[src/rtl/pipeline_pkg.sv]
// rtl/pipeline_pkg.sv - shared pipeline types and constants for the memory port arbiter
package pipeline_pkg;

    typedef enum logic [1:0] {
        IDLE,
        ISSUE,
        WAIT,
        DONE
    } arb_state_t;

    typedef enum logic {
        IF,
        DM
    } owner_t;

    localparam logic [31:0] TRAP_HALT = 32'h4400_0300;

    // On a tie the requester that did not win last time is served.
    function automatic logic pick_dm(input logic if_pend, input logic dm_pend, input owner_t last);
        return dm_pend && (!if_pend || (last == IF));
    endfunction

endpackage

[src/rtl/mem_lat_counter.sv]
// rtl/mem_lat_counter.sv - loadable down-counter flagging the cycle memory read data is valid
module mem_lat_counter #(
    parameter int CNT_W = 4
) (
    input  logic             clock_i,
    input  logic             rst_n_i,
    input  logic             load_i,
    input  logic [CNT_W-1:0] load_val_i,
    output logic             hit_o
);

    logic [CNT_W-1:0] count_q;

    always_ff @(posedge clock_i or negedge rst_n_i) begin
        if (!rst_n_i) begin
            count_q <= '0;
        end else if (load_i) begin
            count_q <= load_val_i;
        end else if (count_q != '0) begin
            count_q <= count_q - 1'b1;
        end
    end

    assign hit_o = (count_q == CNT_W'(1));

endmodule

[src/rtl/mem_port_arbiter.sv]
// rtl/mem_port_arbiter.sv - shares one single-ported memory between instruction fetch and the MEM stage
module mem_port_arbiter
    import pipeline_pkg::*;
#(
    parameter int ADDR_W  = 32,
    parameter int DATA_W  = 32,
    parameter int MEM_LAT = 2
) (
    input  logic              clock,
    input  logic              reset,
    input  logic              if_req,
    input  logic [ADDR_W-1:0] if_addr,
    output logic [DATA_W-1:0] if_rdata,
    output logic              if_ready,
    input  logic              dm_req,
    input  logic              dm_we,
    input  logic [ADDR_W-1:0] dm_addr,
    input  logic [DATA_W-1:0] dm_wdata,
    input  logic [3:0]        dm_be,
    output logic [DATA_W-1:0] dm_rdata,
    output logic              dm_ready,
    output logic              mem_en,
    output logic              mem_we,
    output logic [ADDR_W-1:0] mem_addr,
    output logic [DATA_W-1:0] mem_wdata,
    output logic [3:0]        mem_be,
    input  logic [DATA_W-1:0] mem_rdata,
    output logic              stall_if,
    output logic              stall_mem
);

    localparam int CNT_W = 4;

    arb_state_t        state_q;
    owner_t            own_q;
    owner_t            last_q;
    logic              mem_en_q;
    logic              mem_we_q;
    logic [ADDR_W-1:0] mem_addr_q;
    logic [DATA_W-1:0] mem_wdata_q;
    logic [3:0]        mem_be_q;
    logic [DATA_W-1:0] if_rdata_q;
    logic [DATA_W-1:0] dm_rdata_q;
    logic              if_ready_q;
    logic              dm_ready_q;

    logic if_pend;
    logic dm_pend;
    logic grant;
    logic win_dm;
    logic cnt_hit;

    // The owner that is completing in DONE cannot win again straight away.
    always_comb begin
        if_pend = 1'b0;
        dm_pend = 1'b0;
        if (state_q == IDLE) begin
            if_pend = if_req;
            dm_pend = dm_req;
        end else if (state_q == DONE) begin
            if_pend = if_req && (own_q != IF);
            dm_pend = dm_req && (own_q != DM);
        end
        grant  = if_pend || dm_pend;
        win_dm = pick_dm(if_pend, dm_pend, last_q);
    end

    mem_lat_counter #(
        .CNT_W(CNT_W)
    ) u_lat_cnt (
        .clock_i    (clock),
        .rst_n_i    (reset),
        .load_i     (grant),
        .load_val_i (CNT_W'(MEM_LAT)),
        .hit_o      (cnt_hit)
    );

    always_ff @(posedge clock or negedge reset) begin
        if (!reset) begin
            state_q     <= IDLE;
            own_q       <= IF;
            last_q      <= IF;
            mem_en_q    <= 1'b0;
            mem_we_q    <= 1'b0;
            mem_addr_q  <= '0;
            mem_wdata_q <= '0;
            mem_be_q    <= 4'h0;
            if_rdata_q  <= '0;
            dm_rdata_q  <= '0;
            if_ready_q  <= 1'b0;
            dm_ready_q  <= 1'b0;
        end else begin
            mem_en_q   <= 1'b0;
            if_ready_q <= 1'b0;
            dm_ready_q <= 1'b0;
            case (state_q)
                IDLE, DONE: begin
                    if (grant) begin
                        state_q  <= ISSUE;
                        mem_en_q <= 1'b1;
                        own_q    <= win_dm ? DM : IF;
                        last_q   <= win_dm ? DM : IF;
                        if (win_dm) begin
                            mem_we_q    <= dm_we;
                            mem_addr_q  <= dm_addr;
                            mem_wdata_q <= dm_wdata;
                            mem_be_q    <= dm_be;
                        end else begin
                            mem_we_q    <= 1'b0;
                            mem_addr_q  <= if_addr & ~ADDR_W'(3);
                            mem_wdata_q <= '0;
                            mem_be_q    <= 4'hF;
                        end
                    end else begin
                        state_q <= IDLE;
                    end
                end
                ISSUE, WAIT: begin
                    // With MEM_LAT of 1 the hit already arrives in ISSUE.
                    if (cnt_hit) begin
                        state_q <= DONE;
                        if (own_q == IF) begin
                            if_rdata_q <= mem_rdata;
                            if_ready_q <= 1'b1;
                        end else begin
                            if (!mem_we_q) begin
                                dm_rdata_q <= mem_rdata;
                            end
                            dm_ready_q <= 1'b1;
                        end
                    end else begin
                        state_q <= WAIT;
                    end
                end
                default: state_q <= IDLE;
            endcase
        end
    end

    assign mem_en    = mem_en_q;
    assign mem_we    = mem_we_q;
    assign mem_addr  = mem_addr_q;
    assign mem_wdata = mem_wdata_q;
    assign mem_be    = mem_be_q;
    assign if_rdata  = if_rdata_q;
    assign dm_rdata  = dm_rdata_q;
    assign if_ready  = if_ready_q;
    assign dm_ready  = dm_ready_q;
    assign stall_if  = if_req & ~if_ready_q;
    assign stall_mem = dm_req & ~dm_ready_q;

endmodule

[config.mk]
export PLATFORM = sky130hd
export DESIGN_NAME = mem_port_arbiter
export DESIGN_NICKNAME = d
export VERILOG_FILES = /design/src/rtl/pipeline_pkg.sv /design/src/rtl/mem_lat_counter.sv /design/src/rtl/mem_port_arbiter.sv
export SDC_FILE = /design/constraint.sdc
export NUM_CORES = 1
export LEC_CHECK = 0
export CELL_PAD_IN_SITES_DETAIL_PLACEMENT = 1
export CELL_PAD_IN_SITES_GLOBAL_PLACEMENT = 1
export CORE_MARGIN = 4
export CORE_UTILIZATION = 25
export DETAILED_ROUTE_END_ITERATION = 8
export GPL_TIMING_DRIVEN = 1
export PLACE_DENSITY_LB_ADDON = 0.1
export SYNTH_ARGS = -nofsm -noshare
export SYNTH_HDL_FRONTEND = slang
export SYNTH_SLANG_ARGS = --single-unit
[constraint.sdc]
create_clock -name clock -period 2.45 [get_ports clock]
set_input_delay 0.245 -clock clock [delete_from_list [all_inputs] [get_ports clock]]
set_output_delay 0.245 -clock clock [all_outputs]
set_load 0.01 [all_outputs]
# ---- Word-level counts from Yosys, hierarchy flattened
# Index checks and enable logic that the tools add are counted.
dict set report classes {
  addsub 1
  n_eq_ne 4
  muxes 22
  bitwise_logic 6
  n_reduce_logical 14
}
# operator count
set ops {}
lappend ops {{$mux 32} 2}
lappend ops {{$mux 1} 16}
lappend ops {{$mux 4} 3}
lappend ops {{$eq 2x2->1 const B} 2}
lappend ops {{$eq 4x1->1 const B} 1}
lappend ops {{$not 1->1} 4}
lappend ops {{$pmux 2 s2} 1}
lappend ops {{$reduce_and 4->1} 1}
lappend ops {{$reduce_bool 4->1} 1}
lappend ops {{$reduce_or 2->1} 2}
lappend ops {{$sub 4x1->4 const B} 1}
lappend ops {{$logic_and 1x1->1} 3}
lappend ops {{$reduce_and 3->1} 1}
lappend ops {{$and 1x1->1} 2}
lappend ops {{$eq 2x1->1 const B} 1}
lappend ops {{$logic_not 2->1} 1}
lappend ops {{$logic_or 1x1->1} 2}
lappend ops {{$reduce_and 2->1} 1}
lappend ops {{$reduce_bool 2->1} 1}
lappend ops {{$logic_not 1->1} 1}
dict set report totals {
  reg_bits 143
  inputBits 137
  wordCells 59
}

# ---- Longest topological paths before layout
# Gate-level depths: netlist of run 1.
dict set report depth {
  depth_word 7
  depth_mapped 8
  depth_no_buf 6
}

# ---- Hierarchy
# A second synthesis of run 1 with hierarchy kept.
dict set report unflattened {
  cells_unflattened 373
  hier_area_um2 5989.5
}
# mod instances cells_per_inst area_per_inst_um2 seq_area_each_um2
set modules_own_cells {}
lappend modules_own_cells {mem_port_arbiter 1 349 5724.2 3478.3}
lappend modules_own_cells {mem_lat_counter 1 24 265.3 100.1}

# ---- Worst setup path before layout of run 1
# Ideal clock, no wire load.
dict set report synth_path {
  kind {register -> register}
  start {reg state_q[0]}
  end {reg dm_rdata_q[10], in the netlist dm_rdata[10]}
  setup_ns 0.125
  arrival_time_ns 1.670
  slack_ns 0.655
  path_stages_with_launch 8
  n_path_buf 2
  path_cell_list {dfrtp_1 > inv_1 > ha_1 > buf_2 > and3_1 > nand3b_1 > buf_2 > mux2_2}
}
dict set report synth_between {
  elab_chain_cells 3
  elab_cells_between_ends 4
  cone_classes {eq/ne (2); reduce/logical (2)}
}
# element line
set synth_rtl {}
lappend synth_rtl {{start: declaration} mem_port_arbiter.sv:34} ;# arb_state_t state_q;
lappend synth_rtl {{start signal: assignment} mem_port_arbiter.sv:80} ;# state_q <= IDLE;
lappend synth_rtl {{start signal: assignment} mem_port_arbiter.sv:99} ;# state_q <= ISSUE;
lappend synth_rtl {{start signal: assignment} mem_port_arbiter.sv:115} ;# state_q <= IDLE;
lappend synth_rtl {{$eq 2x1->1 / $eq 2x2->1 (equally long branches)} mem_port_arbiter.sv:96} ;# case (state_q)
lappend synth_rtl {{$reduce_or 2->1 (*)} mem_port_arbiter.sv:96}
lappend synth_rtl {{$reduce_and 4->1 (no line) (*)} -}
lappend synth_rtl {{end signal: assignment} mem_port_arbiter.sv:127} ;# dm_rdata_q <= mem_rdata;
lappend synth_rtl {{end: declaration} mem_port_arbiter.sv:43} ;# logic [DATA_W-1:0] dm_rdata_q;
# Every way passes the cells marked *; elsewhere a longest branch is shown, timed or not.
# A chain may end at the register's enable or synchronous reset.

# ---- Worst setup path in the final report of run 1
dict set report layout_path {
  start {reg state_q[0]}
  end {reg mem_wdata_q[6], in the netlist mem_wdata[6]}
}
dict set report layout_between {
  elab_chain_cells 7
  elab_cells_between_ends 13
  cone_classes {eq/ne (1); mux (5); reduce/logical (7)}
}
# element line
set layout_rtl {}
lappend layout_rtl {{$eq 2x2->1} {mem_port_arbiter.sv:60, mem_port_arbiter.sv:96}}
lappend layout_rtl {{$mux 1} mem_port_arbiter.sv:60} ;# end else if (state_q == DONE) begin
lappend layout_rtl {{$mux 1} mem_port_arbiter.sv:57} ;# if (state_q == IDLE) begin
lappend layout_rtl {{$logic_not 1->1} pipeline_pkg.sv:20} ;# return dm_pend && (!if_pend || (last == IF));
lappend layout_rtl {{$logic_or 1x1->1} pipeline_pkg.sv:20}
lappend layout_rtl {{$logic_and 1x1->1} pipeline_pkg.sv:20}
lappend layout_rtl {{$mux 32} mem_port_arbiter.sv:103} ;# if (win_dm) begin
lappend layout_rtl {{end signal: assignment} mem_port_arbiter.sv:106} ;# mem_wdata_q <= dm_wdata;
lappend layout_rtl {{end: declaration} mem_port_arbiter.sv:40} ;# logic [DATA_W-1:0] mem_wdata_q;
# Parallel ways exist; a longest one is shown, timed or not.

==> results of run 1 <==
## layout by cell type, fill, tap and decap left out, types with 2 or more instances in the layout
cell             synthesis  routed
inv_1                    4       4
buf_12                  10       9
o21ai_1                  2       2
nor2_1                   5       5
clkinv_4                 0       2
nand3b_1                 2       2
dfrtp_1                143     143
buf_4                    2       3
and2_1                   2       2
mux2_2                  64      64
nor2b_1                  3       3
clkdlybuf4s50_1          0     271
o21ai_0                 71      71
ha_1                     4       3
inv_6                    0       5
o21ai_2                 68      68
bufinv_16                0       3
mux2i_1                 30      30
clkbuf_16                0      17
nand2_1                 39      39
## per-layer routing
| layer | global-route usage [%] | vias to the layer above | wire length (µm) |
|---|---|---|---|
| li1 | - | 2269 | - |
| met1 | 17.4 | 2417 | 8140 |
| met2 | 23.0 | 185 | 9350 |
| met3 | 5.52 | 19 | 1670 |
| met4 | 3.98 | 2 | 287 |
| met5 | 0 | - | 12 |
## kinds of logic (layout without fill, tap and decap cells)
kind of cell | Yosys count | count (layout) | synth area share [%]
compound gates | 147 | 147 | 15.9
flops | 143 | 143 | 56.6
mux | 95 | 95 | 16.4
simple gates | 60 | 60 | 4.31
buf+inv | 44 | 322 | 5.95
fa+ha+maj | 4 | 4 | 0.791
xor+xnor | 1 | 1 | 0.138
## worst max-delay path: cells and delay by family (launching register included)
family	cells	cell delay (ns)
adders and majority gates	1	0.32
AOI/OAI and AO/OA	1	0.11
buffers and inverters	3	0.82
DFF	1	0.35
and+or+nand+nor	1	0.30
## repair_timing
| item | CTS | global route |
|---|---|---|
| buffers inserted | 0 | 0 |
| setup endpoints to repair | 0 | 0 |
| endpoints found under the hold margin | 70 | 0 |
| hold buffers | 1 | 0 |
## final timing paths
check,endpoint,slack (ns),cells after the start
worst min register to register,dm_rdata[19]$_DFFE_PN0P_,0.50,1
worst max register to register,mem_wdata[6]$_DFFE_PN0P_,0.33,6
min in group asynchronous,dm_rdata[9]$_DFFE_PN0P_,0.44,2
worst min-delay path,mem_wdata[7]$_DFFE_PN0P_,0.37,3
worst max-delay path,mem_wdata[6]$_DFFE_PN0P_,0.33,6
max in group asynchronous,mem_addr[31]$_DFFE_PN0P_,1.32,3
## final cells by class
| cell class | count | area [µm²] | area share, % |
|---|---|---|---|
| Multi-Input combinational cell | 307 | 2400 | 24.1 |
| Sequential cell | 143 | 3580 | 35.9 |
| Timing Repair Buffer | 285 | 2940 | 29.5 |
| Clock buffer | 19 | 443 | 4.45 |
| Tap cell | 324 | 405 | 4.07 |
| Inverter | 5 | 18.8 | 0.188 |
| Clock inverter | 13 | 175 | 1.76 |
## sequential cells by signal, summed over array words and instances (netlist names)
| register | cells |
|---|---|
| dm_rdata | 32 |
| if_rdata | 32 |
| mem_addr | 32 |
| mem_wdata | 32 |
| mem_be | 4 |
| u_lat_cnt.count_q | 4 |
| state_q | 2 |
| dm_ready | 1 |
| if_ready | 1 |
| last_q | 1 |
| mem_en | 1 |
| mem_we | 1 |
## power by group through the flow
stage	Clock (µW)	Sequential (µW)	Combinational (µW)
global route	2960	4110	6700
CTS	2840	3980	6320
global placement	0	3940	6200
floorplan	0	4400	2970
detailed placement	0	4010	6310
finish	2740	3960	6160
## per-stage QoR
| stage | cell area (µm²) | worst slack (ns) | instances | hold WS (ns) |
|---|---|---|---|---|
| 2_1_floorplan | 6330 | 0.655 | 494 | -0.0506 |
| 3_5_place_dp | 9330 | 0.268 | 1063 | 0.337 |
| 4_1_cts | 9960 | 0.313 | 1096 | 0.357 |
| 3_3_place_gp | 9330 | 0.345 | 1063 | 0.329 |
| 6_report | 9960 | 0.328 | 1096 | 0.373 |
| 5_1_grt | 9960 | 0.218 | 1096 | 0.366 |
==> metrics.md, run 1 <==
| Metric | Value |
|---|---|
| Sequential share of the synthesized area | `56.6%` |
| Synth unique cells | `38` |
| RSZ-0062 raised after global routing | `no` |
| Post-CTS sizing | `0` |
| Synth Warn # | `0` |
| Top post-synthesis cells by area | `dfrtp_1, mux2_2, o21ai_2` |
| Fin util | `40.5%` |
| Fill cells | `2639` |
| Syn_nets | `635` |
| Count leader, synth | `dfrtp_1` |
| Crit path kind | `register to register` |
| Clock slew at reported path FFs | `around 0.07 ns` |
| Via count | `between 4000 and 5000` |
| DR WL/cell | `approximately 18 µm` |
| Port Buf Inserts | `272` |
| Worst Hold Launch | `dm_wdata[7]` |
| Final TNS setup | `0 ns` |
| CP startpoint kind | `register` |
| Routed wire length | `19500 µm` |
| DIE AREA | `27900 µm²` |
| Yosys top cell by area | `dfrtp_1` |
| Syn Area/Cell | `about 13 µm²` |
| Max Cap Viol | `0` |
| Initial DRT Pass Iterations | `4` |
| Final critical-path required period | `2.12 ns` |
| Area delta synth->final | `57.4%` |
| Endpoint type of the worst setup path | `register` |
| Critical Path AT | `approximately 2.4 ns` |
| Setup violators final | `0` |
| Initial Util | `25.7%` |
| Start point of the critical path | `state_q[0]$_DFF_PN0_` |
| Worst-Skew Late Latency | `approximately 0.42 ns` |
| Max-slew violation count | `0` |
| Crit path required time | `2.74 ns` |
| Core area | `24600 µm²` |
| Die Y | `between 150 and 200 µm` |
| Critical Path, Cell by Cell | `inv_1 > ha_2 > buf_4 > or2_4 > buf_12 > o21ai_1` |
| Comb power frac | `47.9%` |
| Fraction of layout cells with a size suffix above 1 | `24.0%` |
| Share of the synthesized area in the top cell type | `56.6%` |
| Maximum number of pins on one net before global-route repair | `73` |
| Int Pwr | `8280 µW` |
| Clk buf depth | `2` |
| Post-synth top cells | `dfrtp_1, o21ai_0, o21ai_2, mux2_2, nand2_1` |
| CTS buffer count | `17` |
| Final Skew | `0.0114 ns` |
| Cell Area, Synth | `6330 µm²` |
| Clock sink count | `143` |
| Initial antenna violation count | `1` |
| Cells after Synth | `494` |
| ANT nets after route | `0` |
| Post-layout power | `between 10000 and 15000 µW` |
| Pwr Density | `1290 nW/µm²` |
| Final hold vios | `0` |
| Crit-path max cell delay | `0.53 ns` |
| Peak supply drop | `0.520 mV` |
| HPWL Detailed | `around 14000 µm` |
| Detailed Route Iter0 Violations | `131` |
| Final period util | `86.6%` |
| Status | `completed` |
| CTS tree | `done` |
| Worst Max-Slew Pin Slew | `roughly 0.73 ns` |
| # rows | `57` |
| Horiz. Die Dim | `167 µm` |
| Final Wtd Congestion | `just over 0.7` |
| GRT Total Usage | `14.1%` |
| HP Class | `primary input to register` |
| Fraction of registers with async set/reset | `between 90% and 100%` |
| R2r startpoint | `state_q[0]$_DFF_PN0_` |
| Psw | `4580 µW` |
| Total grt overflow | `0` |
| Vias/cell | `around 4.5` |
| CTS H-tree depth | `4` |
| Ant. Diodes | `0` |
| Flop and latch count out of synthesis | `143` |
| Clock Power Share | `21.3%` |
| Post-synth EDFFs | `0` |
| DRC viols | `0` |
| Critical path peak fanout | `roughly 70` |
| Vias in the first global route | `roughly 5500` |
| Worst rel slew slack | `51.4%` |
| Leak | `0.00417 µW` |
| Switching Share | `around 36%` |
| Sequential power share | `between 30% and 40%` |
| Root Buffer | `clkbuf_16` |
| Fmax | `around 470 MHz` |
| NumNets Final | `900` |
| Ports | `275` |
| Primary FF master, synth | `dfrtp_1` |
| CP max stage cell | `buf_4` |
| First-pass GRT wire length | `31300 µm` |
Note: power is estimated with default switching activity, not from simulation.
==> run 2, diff against run 1 <==
Settings changed: CORE_UTILIZATION 25 to 33.
==> run 2 against run 1 <==
Compared with the run above: die area is 23% lower; clock power is 8.0% lower; wire length is 0.43% lower; cell count is 8.0% lower; sequential cell count stayed put; global-route usage is 4.3 points higher; critical path depth stayed put; worst setup slack better by 0.10 ns; largest power group unchanged; highest routed layer is now met4.
==> metrics.md, run 2 (same netlist as run 1, synthesis figures left out) <==
| Metric | Value |
|---|---|
| CTS buffer count | `17 (unchanged)` |
| Die Y | `146 µm (-12%)` |
| Port Buf Inserts | `272 (unchanged)` |
| Worst Max-Slew Pin Slew | `0.499 ns (-0.231 ns)` |
| DIE AREA | `21500 µm² (-23%)` |
| Final period util | `82.3% (-4.3 points)` |
| Post-CTS sizing | `0 (unchanged)` |
| Final critical-path required period | `2.02 ns (-0.105 ns)` |
| Area delta synth->final | `55.0%` |
| First-pass GRT wire length | `31300 µm (about the same)` |
| Fraction of layout cells with a size suffix above 1 | `24.3% (+0.33 points)` |
| DRC viols | `0 (unchanged)` |
| Final Wtd Congestion | `0.775 (+7.1%)` |
| Number of post-CTS setup repair buffers | `0 (unchanged)` |
| Root Buffer | `clkbuf_16` |
| Clock sink count | `143 (unchanged)` |
| Vias in the first global route | `5552 (+0.31%)` |
| Clk buf depth | `2 (unchanged)` |
| Commonest non-fill, non-tap cell in the layout | `clkdlybuf4s50_1` |
| Endpoint type of the worst setup path | `register` |
| GRT Total Usage | `18.3% (+4.3 points)` |
| Leak | `0.00414 µW (-0.59%)` |
| Worst Hold Slack | `0.307 ns (-0.0663 ns)` |
| Critical Path AT | `2.31 ns (-0.11 ns)` |
| Detailed Route Iter0 Violations | `127 (-3.1%)` |
| Core area | `18800 µm² (-24%)` |
| Final Skew | `0.00861 ns (-0.00284 ns)` |
| Ports | `275 (unchanged)` |
| Max Cap Viol | `0 (unchanged)` |
| # rows | `50 (-12%)` |
| Setup violators final | `0 (unchanged)` |
| Pwr Density | `1300 nW/µm² (+0.38%)` |
| Via count | `4924 (+0.65%)` |
| Peak supply drop | `0.519 mV (-0.36%)` |
| Final hold vios | `0 (unchanged)` |
| CP startpoint kind | `register` |
| Critical path peak fanout | `26 (-64%)` |
| Worst rel slew slack | `66.7% (+15 points)` |
| Status | `completed` |
| Ant. Diodes | `0 (unchanged)` |
| HP Class | `primary input to asynchronous set/reset pin` |
| Most frequent cells in the layout | `clkdlybuf4s50_1, dfrtp_1, o21ai_0, o21ai_2, mux2_2` |
| ANT nets after route | `0 (unchanged)` |
| Fmax | `496 MHz (+5.2%)` |
| Total grt overflow | `0 (unchanged)` |
| Worst-Skew Late Latency | `0.41 ns (about the same)` |
| HPWL Detailed | `14200 µm (+1.9%)` |
| Clock slew at reported path FFs | `0.07 ns (about the same)` |
| Hold-fix buffers, CTS | `1 (unchanged)` |
| DR WL/cell | `19.2 µm (+8.3%)` |
| Final TNS setup | `0 ns (unchanged)` |
| CTS H-tree depth | `4 (unchanged)` |
| Initial Util | `33.7% (+8.0 points)` |
| Maximum number of pins on one net before global-route repair | `53 (-27%)` |
| Horiz. Die Dim | `146 µm (-12%)` |
| Vias/cell | `4.88 (+9.4%)` |
| Crit path kind | `register to register` |
| Routed wire length | `19400 µm (-0.43%)` |
| NumNets Final | `902 (+0.22%)` |
| Crit path required time | `2.75 ns (about the same)` |
| Max-slew violation count | `0 (unchanged)` |
| Fill cells | `1928 (-27%)` |
| Initial antenna violation count | `0 (-1)` |
| CTS tree | `done` |
| RSZ-0062 raised after global routing | `no` |
| Initial DRT Pass Iterations | `4 (unchanged)` |
run 2: cell count changes in the layout (fill, tap and decap cells not counted):
cell and delta:
buf_12 -1, buf_4 +3, bufinv_16 -2, clkbuf_1 -1, clkbuf_8 -1, clkinv_4 -1, clkinvlp_4 +3, inv_6 +1
inv_8 +1
run 2: where the power goes:
part           switching, µW  internal, µW  total [µW]
Sequential               538          3420        3960
Clock                   1100          1430        2520
Combinational           3000          3230        6230
Total                   4630          8080       12700
run 2: final cells by class:
| type | instances | area [µm²] | share of cell area, % |
|---|---|---|---|
| clock buffer | 17 | 425 | 4.34 |
| clock inverter | 15 | 149 | 1.52 |
| inverter | 5 | 18.8 | 0.191 |
| multi-input combinational | 307 | 2400 | 24.5 |
| sequential | 143 | 3580 | 36.5 |
| tap | 234 | 293 | 2.99 |
| timing repair buffer | 287 | 2940 | 30.0 |
run 2: worst max-delay path: stages (launching register included):
cell	delay, ns
dfrtp_1	0.36
inv_1	0.05
ha_2	0.50
buf_4	0.33
or2_4	0.30
buf_12	0.25
o21ai_2	0.09
run 2: path summary, 6_finish.rpt:
| kind | startpoint | end | slack [ns] | cells past startpoint |
|---|---|---|---|---|
| max in group asynchronous | reset | if_rdata[27]$_DFFE_PN0P_ | 1.40 | 3 |
| worst max-delay path | state_q[1]$_DFF_PN0_ | mem_wdata[19]$_DFFE_PN0P_ | 0.43 | 6 |
| min in group clock | dm_wdata[7] | mem_wdata[7]$_DFFE_PN0P_ | 0.37 | 3 |
| worst min-delay path | reset | dm_rdata[4]$_DFFE_PN0P_ | 0.31 | 2 |
| worst max register to register | state_q[1]$_DFF_PN0_ | mem_wdata[19]$_DFFE_PN0P_ | 0.43 | 6 |
| worst min register to register | dm_rdata[4]$_DFFE_PN0P_ | dm_rdata[4]$_DFFE_PN0P_ | 0.50 | 1 |
run 2: layer usage:
metal,up-vias,GRT usage [%],wire length [µm]
met4,0,5.74,327
met5,-,0,0
li1,2268,-,-
met3,24,7.17,1550
met1,2449,22.1,7940
met2,183,30.3,9550
run 2: per-stage QoR:
| step | total power, µW | util (%) | setup WS, ns | instances | cell area [µm²] |
|---|---|---|---|---|---|
| finish | 12700 | 52.2 | 0.433 | 1008 | 9810 |
| global route | 13600 | 52.2 | 0.244 | 1008 | 9810 |
| CTS | 12900 | 52.2 | 0.385 | 1008 | 9810 |
| detailed placement | 10300 | 49.1 | 0.263 | 975 | 9220 |
| global placement | 10100 | 49.1 | 0.343 | 975 | 9220 |
| floorplan | 7370 | - | 0.655 | 494 | 6330 |
